<file path="src/rtl/univ_shift_reg.sv">
// rtl/univ_shift_reg.sv - universal shift register with frame counter
//
// Purpose:
//   WIDTH-bit register supporting hold, logical shift left/right, rotate
//   left/right, arithmetic shift right, parallel load and clear. A shift
//   counter tracks shift/rotate operations and pulses frame_done for one
//   cycle after every WIDTH-th shift. Usable as SIPO, PISO or bidirectional
//   serial buffer.
//
// Ports:
//   clk            in   rising-edge clock
//   rst_n          in   asynchronous active-low reset
//   en             in   operation enable; low holds q and bit_cnt
//   mode[2:0]      in   operation select
//   serial_in_lsb  in   bit entering bit 0 on SHL
//   serial_in_msb  in   bit entering bit WIDTH-1 on SHR
//   par_in         in   parallel load data
//   par_out        out  register contents
//   serial_out_msb out  q[WIDTH-1]
//   serial_out_lsb out  q[0]
//   bit_cnt        out  shifts since last load/clear/wrap
//   frame_done     out  one-cycle pulse after WIDTH shifts

module univ_shift_reg #(
  parameter int WIDTH = 4,
  parameter int CNT_W = $clog2(WIDTH)
) (
  input  logic             clk,
  input  logic             rst_n,
  input  logic             en,
  input  logic [2:0]       mode,
  input  logic             serial_in_lsb,
  input  logic             serial_in_msb,
  input  logic [WIDTH-1:0] par_in,
  output logic [WIDTH-1:0] par_out,
  output logic             serial_out_msb,
  output logic             serial_out_lsb,
  output logic [CNT_W-1:0] bit_cnt,
  output logic             frame_done
);

  localparam logic [2:0] MODE_HOLD = 3'b000;
  localparam logic [2:0] MODE_SHL  = 3'b001;
  localparam logic [2:0] MODE_SHR  = 3'b010;
  localparam logic [2:0] MODE_ROL  = 3'b011;
  localparam logic [2:0] MODE_ROR  = 3'b100;
  localparam logic [2:0] MODE_LOAD = 3'b101;
  localparam logic [2:0] MODE_CLR  = 3'b110;
  localparam logic [2:0] MODE_ASR  = 3'b111;

  localparam logic [CNT_W-1:0] CNT_LAST = CNT_W'(WIDTH - 1);

  logic [WIDTH-1:0] q_q, q_d;
  logic [CNT_W-1:0] cnt_q, cnt_d;
  logic             frame_done_q, frame_done_d;
  logic             shift_op;

  always_comb begin
    q_d          = q_q;
    cnt_d        = cnt_q;
    frame_done_d = 1'b0;   // pulse: cleared on every edge unless a wrap happens
    shift_op     = 1'b0;

    if (en) begin
      case (mode)
        MODE_HOLD: ;
        MODE_SHL: begin
          q_d      = {q_q[WIDTH-2:0], serial_in_lsb};
          shift_op = 1'b1;
        end
        MODE_SHR: begin
          q_d      = {serial_in_msb, q_q[WIDTH-1:1]};
          shift_op = 1'b1;
        end
        MODE_ROL: begin
          q_d      = {q_q[WIDTH-2:0], q_q[WIDTH-1]};
          shift_op = 1'b1;
        end
        MODE_ROR: begin
          q_d      = {q_q[0], q_q[WIDTH-1:1]};
          shift_op = 1'b1;
        end
        MODE_LOAD: begin
          q_d   = par_in;
          cnt_d = '0;
        end
        MODE_CLR: begin
          q_d   = '0;
          cnt_d = '0;
        end
        MODE_ASR: begin
          q_d      = {q_q[WIDTH-1], q_q[WIDTH-1:1]};
          shift_op = 1'b1;
        end
        default: ;
      endcase
    end

    // Counter counts operations regardless of direction; LOAD/CLR never
    // set shift_op so they always win over a would-be wrap.
    if (shift_op) begin
      if (cnt_q == CNT_LAST) begin
        cnt_d        = '0;
        frame_done_d = 1'b1;
      end else begin
        cnt_d = cnt_q + CNT_W'(1);
      end
    end
  end

  always_ff @(posedge clk or negedge rst_n) begin
    if (!rst_n) begin
      q_q          <= '0;
      cnt_q        <= '0;
      frame_done_q <= 1'b0;
    end else begin
      q_q          <= q_d;
      cnt_q        <= cnt_d;
      frame_done_q <= frame_done_d;
    end
  end

  assign par_out        = q_q;
  assign serial_out_msb = q_q[WIDTH-1];
  assign serial_out_lsb = q_q[0];
  assign bit_cnt        = cnt_q;
  assign frame_done     = frame_done_q;

endmodule

</file>
<file path="config.mk">
export PLATFORM = sky130hd
export DESIGN_NAME = univ_shift_reg
export DESIGN_NICKNAME = d
export VERILOG_FILES = /design/src/rtl/univ_shift_reg.sv
export SDC_FILE = /design/constraint.sdc
export NUM_CORES = 1
export LEC_CHECK = 0
export CORE_AREA = 5 5 42 44
export CTS_CLUSTER_SIZE = 16
export DETAILED_ROUTE_END_ITERATION = 10
export DIE_AREA = 0 0 47 49
export HOLD_SLACK_MARGIN = 0.05
export MAX_ROUTING_LAYER = met4
export PLACE_DENSITY = 0.8
export SETUP_SLACK_MARGIN = 0.05
export SLEW_MARGIN = 25
export SYNTH_ARGS = -nofsm -noshare
export SYNTH_HDL_FRONTEND = slang
export SYNTH_SLANG_ARGS = --single-unit
</file>
<file path="constraint.sdc">
create_clock -name clk -period 3.6 [get_ports clk]
set_clock_uncertainty 0.2 [all_clocks]
set_input_delay 1.08 -clock clk [delete_from_list [all_inputs] [get_ports clk]]
set_output_delay 1.08 -clock clk [all_outputs]
set_load 0.05 [all_outputs]
</file>
### Word level (Yosys, flattened, before mapping)

Index checks and enable logic that the tools add are counted.

* add/sub/neg operators: 1
* muxes and demuxes: 9
* bitwise operators: 1
* equality and inequality tests: 8
* reduce and logical (&&, ||, !) cells: 9

Operators by type and width (number)
* $pmux 4 s7: 1
* $eq 3x3->1 const B: 4
* $mux 2: 4
* $reduce_bool 7->1: 1
* $eq 3x2->1 const B: 2
* $reduce_bool 6->1: 1
* $reduce_or 5->1: 1
* $mux 1: 4
* $reduce_and 2->1: 2
* $reduce_bool 2->1: 2
* $eq 3x1->1 const B: 1
* $reduce_and 3->1: 1
* $add 2x1->2 const B: 1
* $eq 2x2->1 const B: 1
* $reduce_or 2->1: 1
* $not 1->1: 1

* register bits: 7
* logic and storage cells: 32
* bits of input ports: 12

### Longest topological paths before layout

* depth in word-level cells: 6
* gate-level depth with buffers: 5
* mapped depth without buffers: 3

### Least setup slack after synthesis

OpenSTA, ideal clock, no wires.

* path type: register to output
* start point: reg q_q[3] (netlist: par_out[3])
* end point: out par_out[3]
* arrival: 952 ps
* cell stages (with the launch flop): 2
* setup slack: 1368 ps
* path buffers: 1
* data required time: 2320 ps
* path through: dfrtp_1 > buf_4

RTL lines
* start, declared: line 53 `logic [WIDTH-1:0] q_q, q_d;`
* start signal, assigned: line 117 `q_q <= q_d;`
* end, declared: line 35 `output logic [WIDTH-1:0] par_out,`

No word-level cell between the ends.

### Worst setup path after layout

* start point: reg q_q[2] (netlist: par_out[2])
* end point: out par_out[2]

No word-level cell between the ends.

==> results.sh <==
export IMPL_outcome="finished, final reports clean"
export IMPL_maxSlewViolCount=0
export IMPL_clk_pin_slew_ps=60
export IMPL_syn_area_per_cell_um2=8.80
export IMPL_design_core_area_mm2=0.00140
export IMPL_routed_wl_um=1310
export IMPL_ant_nets=0
export IMPL_antennaDiodeCount=0
export IMPL_start_util=0.389
export IMPL_die_h_um=49
export IMPL_cts_tree="yes"
export IMPL_worst_setup_path_type="flop to output port"
export IMPL_ys_warn_count=0
export IMPL_cts_resized=0
export IMPL_fmax_mhz=356
export IMPL_fin_cells=95
export IMPL_clockBufferDepth=2
export IMPL_n_fill_cell=147
export IMPL_grt_pass1_vias=505
export IMPL_h_tree_depth=1
export IMPL_cts_setup_buffers=0
export IMPL_hold_path_class="flop to flop"
export IMPL_synth_ff_type="dfrtp_1"
export IMPL_register_area_um2=175
export IMPL_cp_slowest_cell="clkdlybuf4s50_1"
export IMPL_layout_drive_gt1_share=0.0633
export IMPL_die_w_um=47
export IMPL_cts_root_buf="clkbuf_4"
export IMPL_rows=14
export IMPL_worstMarginPinSlew_ps=606
export IMPL_yosys_top_cells_count="nand2_1, dfrtp_1, a21oi_1"
export IMPL_power_leakage_nw=0.293
export IMPL_setup_viol=0
export IMPL_wl_per_cell_um=13.8
export IMPL_synth_area_top_cells="dfrtp_1, nand2_1, a21oi_1"
export IMPL_clkLatencyLatePin_ps=260
export IMPL_dp_cells=91
export IMPL_cts_buffers_inserted=3
export IMPL_period_share=0.781
export IMPL_yosysSeqAreaShare=0.321
export IMPL_postCtsHoldBufs=0
export IMPL_design_portCount=21
export IMPL_crit_buf_inv=1
export IMPL_cp_end_kind="output port"
export IMPL_fin_nets=93
export IMPL_routabilityCongestion=0.818
export IMPL_synth_most_common_cell="nand2_1"
export IMPL_path_max_fanout=5
export IMPL_grt_overflow=0
export IMPL_multi_input_area_um2=309
export IMPL_synth_area_leader_cell="dfrtp_1"
export IMPL_ys_ff_latch=7
export IMPL_rsz0062_at_grt="no"
export IMPL_cp_arrival_ps=1530
export IMPL_drc=0
export IMPL_powerDensity_mw_per_mm2=515
export IMPL_grt_max_degree=21
export IMPL_routed_via_count=555
export IMPL_maxSlewHeadroom=0.595
export IMPL_viasPerCell=5.84
export IMPL_cts_sinks=7
export IMPL_async_flop_share=1.00
export IMPL_worstPathRequired_ps=2320
export IMPL_place_hpwl_um=969
export IMPL_synth_edf_count=0
export IMPL_antenna_found_initial=0
export IMPL_synth_cell_area_um2=546
export IMPL_grt_pass1_wl_um=2060
export IMPL_syn_instance_count=62
export IMPL_hold_viol_final=0
export IMPL_crit_family="buffers and inverters"
export IMPL_io_buffer_count=20
export IMPL_syn_to_final_growth_pct=35.3
export IMPL_die_area_mm2=0.00230
export IMPL_syn_num_nets=75
export IMPL_drt_iter0_markers=32
export IMPL_synth_top_area_share=0.321
export IMPL_ys_types=33
export IMPL_vdd_ir_drop_max_v=0.000295
export IMPL_crit_chain="clkdlybuf4s50_1"
export IMPL_track_usage=0.121
export IMPL_first_pass_iters=4
export IMPL_cap_violations=0
export IMPL_post_route_min_period_ps=2810
export IMPL_cp_start_kind="flop"
export IMPL_tns_ps=0
export IMPL_cp_slowest_stage_delay_ps=840
## state kept, by name, summed over array words and instances, names as in the netlist
signal	flops
par_out	4
bit_cnt	2
frame_done	1
## path summary, 6_finish.rpt
check	to	slack, ps	cells after the start	from
min in group asynchronous	par_out[0]	890	1	rst_n
worst max-delay path	par_out[2]	790	1	par_out[2]
max in group asynchronous	bit_cnt[1]	2060	1	rst_n
worst min register to register	bit_cnt[1]	330	1	bit_cnt[1]
worst min-delay path	bit_cnt[1]	330	1	bit_cnt[1]
worst max register to register	par_out[0]	2280	3	par_out[1]
## metal layers
metal  routed length, um  GRT usage
met5                   0          -
met4                  17     0.0323
met3                 101     0.0332
met2                 599      0.167
met1                 591      0.170
## stage by stage
step	hold slack, ps	util	total power, W	worst slack, ps	area, um2
2_1_floorplan	584	-	0.000246	1370	546
3_3_place_gp	309	0.508	0.000304	691	712
3_5_place_dp	328	0.508	0.000307	650	712
4_1_cts	340	0.527	0.000380	790	738
5_1_grt	386	0.527	0.000403	743	738
6_report	333	0.527	0.000380	787	738
## layout by cell type (no fill, tap or decap), types with 3 or more instances in the layout
cell type	count
clkbuf_4	3
dfrtp_1	7
nand2_1	8
o21ai_0	3
a21oi_1	5
clkdlybuf4s50_1	20
## cells by family (layout without fill, tap and decap cells)
kind of cell	after synthesis	after routing	share of synthesized area
xor+xnor	1	1	0.0161
mux	2	2	0.0367
simple gates	19	19	0.177
buf+inv	9	26	0.112
fa+ha+maj	1	1	0.0229
compound gates	23	23	0.314
flops	7	7	0.321
## layout make-up
cell class,count,share of cell area
Clock buffer,4,0.0356
Inverter,2,0.0102
Multi-Input combinational cell,46,0.419
Sequential cell,7,0.237
Tap cell,16,0.0271
Timing Repair Buffer,20,0.271
## report_power, final
group          internal (W)  switching (W)  leakage (nW)  total [W]
registers         0.0000958      0.0000195        0.0845   0.000115
clock network     0.0000424      0.0000311        0.0150  0.0000735
logic             0.0000729       0.000118         0.194   0.000191
total              0.000211       0.000169         0.293   0.000380
Power figures use the tool's default switching activity.
